[config.mk]
export PLATFORM = sky130hd
export DESIGN_NAME = tone_arbiter
export DESIGN_NICKNAME = d
export VERILOG_FILES = /design/src/rtl/fpga_bird_pkg.sv /design/src/rtl/tone_gen.sv /design/src/rtl/tone_arbiter.sv
export SDC_FILE = /design/constraint.sdc
export NUM_CORES = 1
export LEC_CHECK = 0
export ABC_AREA = 0
export CAP_MARGIN = 20
export CORE_MARGIN = 1
export CORE_UTILIZATION = 45
export DETAILED_ROUTE_END_ITERATION = 12
export REMOVE_ABC_BUFFERS = 1
export SETUP_SLACK_MARGIN = 0.3
export SLEW_MARGIN = 25
export SYNTH_ARGS = -nofsm -noshare
export SYNTH_HDL_FRONTEND = slang
export SYNTH_HIERARCHICAL = 1
export SYNTH_SLANG_ARGS = --single-unit
[constraint.sdc]
create_clock -name clk -period 4.3 [get_ports clk]
set_clock_uncertainty 0.05 [all_clocks]
set_input_delay 0.86 -clock clk [delete_from_list [all_inputs] [get_ports clk]]
set_output_delay 0.86 -clock clk [all_outputs]
set_load 0.005 [all_outputs]
[src/rtl/fpga_bird_pkg.sv]
// Shared definitions for the game-sound blocks: note half-periods at 50 MHz,
// chime source codes, arbiter state encoding and the per-source note sequences.
package fpga_bird_pkg;

  localparam int unsigned G4_HALF = 32'd63775;  // 392 Hz
  localparam int unsigned C5_HALF = 32'd47801;  // 523 Hz

  typedef enum logic [1:0] {
    IDLE  = 2'd0,
    PLAY1 = 2'd1,
    PLAY2 = 2'd2,
    GAP   = 2'd3
  } state_t;

  typedef enum logic [1:0] {
    SRC_NONE  = 2'd0,
    SRC_START = 2'd1,
    SRC_SCORE = 2'd2,
    SRC_LOSE  = 2'd3
  } src_t;

  typedef enum logic {
    NOTE_G4 = 1'b0,
    NOTE_C5 = 1'b1
  } note_t;

  // start = C5; score = G4, C5; lose = C5, G4
  function automatic note_t first_note(input src_t src);
    return (src == SRC_SCORE) ? NOTE_G4 : NOTE_C5;
  endfunction

  function automatic note_t second_note(input src_t src);
    return (src == SRC_LOSE) ? NOTE_G4 : NOTE_C5;
  endfunction

  function automatic logic is_two_note(input src_t src);
    return (src == SRC_SCORE) || (src == SRC_LOSE);
  endfunction

endpackage

[src/rtl/tone_gen.sv]
// Square-wave generator: counts half_period cycles per phase and toggles.
// restart forces the counter and phase back to 0 so every note begins low.
module tone_gen (
  input  logic        clk,
  input  logic        rst,
  input  logic        restart,
  input  logic [31:0] half_period,
  output logic        phase
);

  logic [31:0] cnt_q, cnt_d;
  logic        phase_q, phase_d;

  // NOTE: every signal assigned in always_comb gets a default first, so no
  // path can leave it unassigned and infer a latch.
  always_comb begin
    cnt_d   = cnt_q + 32'd1;
    phase_d = phase_q;
    if (restart) begin
      cnt_d   = '0;
      phase_d = 1'b0;
    end else if (cnt_q >= half_period - 32'd1) begin
      cnt_d   = '0;
      phase_d = ~phase_q;
    end
  end

  // NOTE: state registers use non-blocking assignments so all flops update
  // together from values sampled at the same edge.
  always_ff @(posedge clk) begin
    if (rst) begin
      cnt_q   <= '0;
      phase_q <= 1'b0;
    end else begin
      cnt_q   <= cnt_d;
      phase_q <= phase_d;
    end
  end

  assign phase = phase_q;

endmodule

[src/rtl/tone_arbiter.sv]
// Buzzer arbiter: latches chime requests, plays them one at a time by fixed
// priority (lose > start > score), and lets lose preempt any other chime.
module tone_arbiter
  import fpga_bird_pkg::*;
#(
  parameter int unsigned TICK_CYCLES    = 50000,
  parameter int unsigned NOTE_MS        = 125,
  parameter int unsigned GAP_MS         = 30,
  parameter int unsigned G4_HALF_CYCLES = G4_HALF,
  parameter int unsigned C5_HALF_CYCLES = C5_HALF
) (
  input  logic       clk,
  input  logic       rst,
  input  logic       start_req,
  input  logic       score_req,
  input  logic       lose_req,
  input  logic       mute,
  output logic       buzzer,
  output logic       busy,
  output logic [1:0] active_src
);

  // Pending flags, bit order {lose, score, start}
  logic [2:0]  pend_q, pend_d;
  logic [2:0]  req_v, eff, grant;
  state_t      state_q, state_d;
  src_t        src_q, src_d;
  logic [31:0] presc_q, presc_d;
  logic [31:0] ms_q, ms_d;
  logic [31:0] dur;
  logic [31:0] half_period;
  logic        tick, done, enter, playing, phase;
  note_t       cur_note;

  assign req_v   = {lose_req, score_req, start_req};
  assign eff     = pend_q | req_v;
  assign tick    = (presc_q == 32'(TICK_CYCLES - 1));
  assign dur     = (state_q == GAP) ? 32'(GAP_MS) : 32'(NOTE_MS);
  assign done    = tick && (ms_q == dur - 32'd1);
  assign playing = (state_q == PLAY1) || (state_q == PLAY2);

  always_comb begin
    state_d = state_q;
    src_d   = src_q;
    grant   = '0;
    unique case (state_q)
      IDLE: begin
        if (eff[2]) begin
          grant = 3'b100;
          src_d = SRC_LOSE;
        end else if (eff[0]) begin
          grant = 3'b001;
          src_d = SRC_START;
        end else if (eff[1]) begin
          grant = 3'b010;
          src_d = SRC_SCORE;
        end
        if (|eff) state_d = PLAY1;
      end
      PLAY1: if (done) state_d = is_two_note(src_q) ? PLAY2 : GAP;
      PLAY2: if (done) state_d = GAP;
      GAP: begin
        if (done) begin
          state_d = IDLE;
          src_d   = SRC_NONE;
        end
      end
      default: state_d = IDLE;
    endcase

    // Lose aborts any other chime at once; the aborted source is simply dropped.
    if (state_q != IDLE && src_q != SRC_LOSE && eff[2]) begin
      grant   = 3'b100;
      src_d   = SRC_LOSE;
      state_d = PLAY1;
    end

    enter = (state_d != state_q) || (|grant);

    // A request that itself caused the grant is consumed; a fresh request for
    // a flag that was already pending re-arms it.
    pend_d = (pend_q & ~grant) | (req_v & ~(grant & ~pend_q));

    // Duration timer restarts on every state entry and idles at zero.
    presc_d = presc_q + 32'd1;
    ms_d    = ms_q;
    if (enter || state_q == IDLE) begin
      presc_d = '0;
      ms_d    = '0;
    end else if (tick) begin
      presc_d = '0;
      ms_d    = ms_q + 32'd1;
    end
  end

  always_ff @(posedge clk) begin
    if (rst) begin
      state_q <= IDLE;
      src_q   <= SRC_NONE;
      pend_q  <= '0;
      presc_q <= '0;
      ms_q    <= '0;
    end else begin
      state_q <= state_d;
      src_q   <= src_d;
      pend_q  <= pend_d;
      presc_q <= presc_d;
      ms_q    <= ms_d;
    end
  end

  assign cur_note    = (state_q == PLAY2) ? second_note(src_q) : first_note(src_q);
  assign half_period = (cur_note == NOTE_G4) ? 32'(G4_HALF_CYCLES) : 32'(C5_HALF_CYCLES);

  tone_gen u_tone_gen (
    .clk         (clk),
    .rst         (rst),
    .restart     (enter || !playing),
    .half_period (half_period),
    .phase       (phase)
  );

  assign buzzer     = playing && phase && !mute;
  assign busy       = (state_q != IDLE);
  assign active_src = src_q;

endmodule

* After elaboration in Yosys (flattened, before gate mapping) *
Index checks and enable logic that the tools add are counted.
W data, S select, Z words.

storage, ports and cells
  register bits after elaboration = 104
  bits of input ports = 6
  output and inout port bits = 4
  logic and storage cells = 78

operators by class
  add/sub/neg operators = 5
  magnitude comparators = 1
  eq/ne operators = 11
  multiplexer cells = 23
  bitwise logic cells = 9
  reduce and logical (&&, ||, !) cells = 22

operator list
  cell                     number
  $add A32 B1 Y32 const B  3
  $eq A32 B16 Y1 const B   1
  $eq A32 B32 Y1           1
  $ge A32 B32 Y1           1
  $mux W2                  12
  $sub A16 B1 Y17 const B  1
  $mux W15                 1
  $reduce_or A3 Y1         4
  $and A3 B3 Y3            3
  $mux W3                  3
  $not A3 Y3               3
  $eq A2 B2 Y1 const B     4
  $pmux W2 S4              1
  $sub A7 B1 Y8 const B    1
  $mux W7                  1
  $or A3 B3 Y3             2
  $logic_and A1 B1 Y1      5
  $logic_or A1 B1 Y1       5
  $ne A5 B5 Y1 const B     1
  $mux W1                  4
  $pmux W2 S2              1
  $reduce_or A2 Y1         2
  $ne A3 B2 Y1 const B     1
  $reduce_and A3 Y1        1
  other kinds (8)          9

* Depth between registers and ports, before layout *
  depth in word-level cells = 12
  mapped depth = 23
  depth with buffers taken out = 20

* By module *
Netlist, hierarchy kept.

by module, submodules not included
  module        instances  cells each  area each (um^2)  sequential area each (um^2)
  tone_arbiter  1          425         3590.9            1421.4
  tone_gen      1          311         2603.7            660.6

* Worst setup path before layout *
No wires, ideal clock.

  kind = register -> register
  start point = register state_q[0]
  end point = register u_tone_gen.cnt_q[10]
  setup time = 65 ps
  arrival = 3487 ps
  path slack = 698 ps
  cell stages (with the launch flop) = 16
  clock period less this slack = 3602 ps
  path through = dfxtp_1 inv_1 ha_1 clkbuf_1 xnor2_1 nand2_1 inv_1 inv_1 ha_1 ha_1 a2111oi_0 o32ai_1 o41ai_1 nand3_1 clkbuf_1 nor2_1

between the ends
  elaborated cells on any way between the ends = 30

RTL lines
  item                               RTL line             RTL
  start: declaration                 tone_arbiter.sv:26   state_t state_q, state_d;
  start signal: assignment           tone_arbiter.sv:104  state_q <= state_d;
  $eq A2 B2 Y1                       tone_arbiter.sv:112  assign cur_note = (state_q == PLAY2) ? second_note(src_q) : first_note(src_q);
  $mux W1                            tone_arbiter.sv:112
  net cur_note                       tone_arbiter.sv:33   note_t cur_note;
  $mux W15                           tone_arbiter.sv:113  assign half_period = (cur_note == NOTE_G4) ? 32'(G4_HALF_CYCLES) : 32'(C5_HALF_CYCLES);
  net half_period[14]                tone_arbiter.sv:31   logic [31:0] half_period;
  $sub A16 B1 Y17                    tone_gen.sv:22       end else if (cnt_q >= half_period - 32'd1) begin
  $ge A32 B32 Y1                     tone_gen.sv:22
  $reduce_or A3 Y1 (no source line)  n/a
  end signal: assignment             tone_gen.sv:35       cnt_q <= cnt_d;
  end: declaration                   tone_gen.sv:11       logic [31:0] cnt_q, cnt_d;

The timed path passes the listed nets, and every way through them passes these cells.
A chain may end at the register's enable or synchronous reset.

* Final worst setup path *
  start point = input lose_req
  end point = register u_tone_gen.cnt_q[27]

between the ends
  cells in the longest elaborated chain, start to end = 9
  elaborated cells on any way between the ends = 14

RTL lines
  item                                 RTL line             RTL
  start: declaration                   tone_arbiter.sv:16   input logic lose_req,
  $or A3 B3 Y3 *                       tone_arbiter.sv:36   assign eff = pend_q | req_v;
  $reduce_or A3 Y1                     tone_arbiter.sv:58   if (|eff) state_d = PLAY1;
  $mux W2                              tone_arbiter.sv:58
  $pmux W2 S4                          tone_arbiter.sv:46   unique case (state_q)
  $mux W2                              tone_arbiter.sv:72   if (state_q != IDLE && src_q != SRC_LOSE && eff[2]) begin
  $ne A2 B2 Y1                         tone_arbiter.sv:78   enter = (state_d != state_q) || (|grant);
  $logic_or A1 B1 Y1 *                 tone_arbiter.sv:78
  $logic_or A1 B1 Y1 *                 tone_arbiter.sv:118  .restart (enter || !playing),
  $reduce_or A3 Y1 (no source line) *  n/a

Every way passes the cells marked *; elsewhere a longest branch is shown, timed or not.

==> out/qor.csv <==
stage,metric,value,unit
clock_tree,clock root cell,clkbuf_16,
setup_path,nature of the critical path startpoint,input port,
detailed_routing,First-pass DRT Iterations,5,
floorplanning,total die area,14200,sq um
setup_path,CP max FO,32,
synth,post-synth top area share,33.6,%
clock_tree,largest buffer count on any clock path,2,
final_layout,number of fill cells,1301,
detailed_routing,met2 routed WL,6060,microns
synth,Cells after Synth,736,
timing,Rel. slew slack,42.8,%
synth,"flops & latches, synth",104,
floorplanning,Row Count,42,
clock_tree,Worst-Skew Late Latency,350,ps
final_layout,share of layout cells above drive strength 1,5.34,%
place,routability congestion estimate,0.832,
detailed_routing,met3 WL,345,microns
floorplanning,total core area,13300,sq um
clock_tree,clock sink count,104,
synth,unique cell type count in the Yosys netlist,57,
synth,post-synth top area cell,dfxtp_1,
final_layout,# nets final,865,
timing,max-slew violation count,0,
grt,largest net degree at the start of global routing,33,
grt,vias in the first global route,4878,
grt,Total GRT Usage,19.0,%
timing,fin crit share,81.8,%
power,worst vdd ir,0.000227,V
detailed_routing,vias,5173,
clock_tree,"Clk pin slew, worst setup/hold paths",70,ps
place,# port buffers,9,
detailed_routing,antenna-violating nets left,0,
timing,fin worst setup slack,783,ps
clock_tree,hold_buf cts,0,
synth,synth warn,6,
place,hpwl dp,9550,microns
grt,remaining global-route overflow,0,
detailed_routing,vias per cell,5.17,
synth,Mapped Avg Cell Area,8.42,sq um
final_layout,# diodes,0,
floorplanning,I/O pin cnt,10,
timing,worst slew pin tran,856,ps
detailed_routing,1st-iter DRT viols,245,
floorplanning,Horiz. Die Dim,119,microns
run,Max Cap Viol,0,
timing,final hold viol count,0,
detailed_routing,wire length per cell,12.8,microns
synth,mapped cell area,6190,sq um
synth,Synth Flop Type,dfxtp_1,
synth,sequential fraction of the synthesis area,33.6,%
power,Static Leakage,2.59,nW
clock_tree,H-Tree Depth,3,
grt,initial antenna violation count,0,
floorplanning,Initial Utilization,46.4,%
synth,Post-synth ARST share,0,%
detailed_routing,Routed WL,12800,microns
place,Setup WS pre-CTS,431,ps
synth,Post-synth EDFFs,0,
hold_path,Hold WC Path Type,reg2reg,
final_layout,Area Growth Syn to Fin,13.9,%
power,power density over the cells,297,nW/um^2
setup_path,crit end category,flop,
final_layout,Reg area,2080,sq um
grt,first-pass GRT wire length,22300,microns
setup_path,type of the worst setup path,in2reg,
timing,final setup violation count,0,
setup_path,Crit path arrival time,3750,ps
final_layout,area of the multi-input gates,4220,sq um
timing,Fin Setup TNS,0,ps
detailed_routing,DRT met1 WL,6270,microns
timing,RSZ-0062 raised after global routing,no,
clock_tree,setup repair bufs after CTS,0,
clock_tree,CTS tree,done,
clock_tree,CTS Buf Count,9,
setup_path,Critical Path RT,4530,ps
clock_tree,Resized Gates After CTS,0,
timing,Fmax,0.284,GHz
outcome,outcome,"complete, no violations",
floorplanning,Die Span Y,119,microns
detailed_routing,Residual DRC,0,
synth,Area contributors post-synth,"dfxtp_1, xnor2_1, ha_1",
detailed_routing,Top Metal Used,met4,
timing,Tmin final,3520,ps
critical path: stages:
cell,delay [ps]
clkdlybuf4s50_1,480
nor4_1,440
nand2_1,170
nor3_2,120
buf_4,160
o32ai_1,90
a31oi_1,320
o211ai_2,160
or2_2,290
nor2_1,150
nand3_1,80
buf_4,280
a21oi_1,140
flip-flops by register name, indices dropped and copies added (netlist names):
signal,count
active_src,2
u_tone_gen/cnt_q,32
ms_q,32
presc_q,32
u_tone_gen/phase,1
pend_q,3
state_q,2
cells in the mapped netlist, types with 2 or more instances:
cell type,instances
nor2b_1,5
nand3_1,34
conb_1,2
nand4_1,37
nand2_1,47
a211oi_1,3
or4_1,2
inv_1,15
nor3_1,32
nor3_2,6
or4_4,5
and3_1,19
xor2_1,54
or2_2,2
nor2_1,131
a21oi_1,21
dfxtp_1,104
mux2i_1,2
o21a_1,2
buf_2,2
nor4_1,25
a2111oi_0,2
o32ai_1,2
xnor2_1,67
buf_6,5
a31oi_1,3
or3_1,6
nor4_4,2
o21ai_0,6
ha_1,40
a21o_1,6
and4_1,11
clkbuf_1,10
nand2b_1,3
per-layer routing:
layer | track usage [%] | up-vias
li1 | - | 2696
met1 | 25.5 | 2394
met2 | 31.6 | 71
met3 | 3.07 | 12
met4 | 5.16 | 0
met5 | 0 | -
logic make-up after synthesis:
family / count (synthesis) / synth area share (%)
simple gates: 376 / 31.7
flops: 104 / 33.6
buf+inv: 35 / 2.85
fa+ha+maj: 40 / 8.08
other cells: 2 / 0.121
xor+xnor: 121 / 17.1
mux: 2 / 0.323
compound gates: 56 / 6.26
where the power goes:
group | switching, mW | total (mW) | leakage, nW | internal, mW
combinational | 0.131 | 0.212 | 1.58 | 0.0805
clock | 0.376 | 0.906 | 0.165 | 0.531
sequential | 0.00897 | 0.979 | 0.839 | 0.970
total | 0.516 | 2.10 | 2.59 | 1.58
layout by cell type, fill, tap and decap left out, drive strengths merged, types with 2 or more instances in the layout:
cell type      netlist  final
nor2               131    131
a31oi                3      3
nor3                38     38
xnor2               67     67
ha                  40     40
nor2b                5      5
mux2i                2      2
a2111oi              2      2
nand2b               3      3
nor3b                2      2
o21ai                7      7
nand2               47     47
nand3               35     35
and4                11     11
buf                  9      8
conb                 2     77
and3                19     19
or4                  7      7
o21a                 2      2
nand4               37     37
a21oi               21     21
a211oi               3      3
bufinv               0      2
o211ai               2      2
dfxtp              104    104
or2                  2      2
o32ai                2      2
inv                 15     17
clkinv               0      2
a21o                 6      6
clkdlybuf4s50        0      9
or3                  7      7
xor2                54     54
nor4                27     27
clkbuf              11     10
final cells by class:
| type | count | area share (%) |
|---|---|---|
| clock buffers | 10 | 3.39 |
| clock inverters | 6 | 1.28 |
| inverters | 15 | 0.798 |
| multi-input cells | 672 | 59.8 |
| flip-flops and latches | 104 | 29.5 |
| well taps | 176 | 3.12 |
| repair buffers | 17 | 2.13 |
final timing paths:
kind / end / slack [ps] / from / depth (start not counted)
worst min register to register: presc_q[0] / 420 / presc_q[0] / 1
worst max-delay path: u_tone_gen/cnt_q[27] / 780 / lose_req / 13
worst min-delay path: presc_q[0] / 420 / presc_q[0] / 1
worst max register to register: ms_q[21] / 830 / state_q[1] / 9
metrics by stage:
stage               cells  instance area, sq um  utilization (%)  hold WS (ps)  total power, mW
finish               1000                  7060             52.9           417             2.10
global route         1000                  7060             52.9           457             2.18
CTS                  1000                  7060             52.9           417             2.12
detailed placement    984                  6730             50.4           405             1.21
global placement      984                  6730             50.4           392             1.20
floorplan             791                  6360                -           380             1.14
Note: power is estimated with default switching activity, not from simulation.
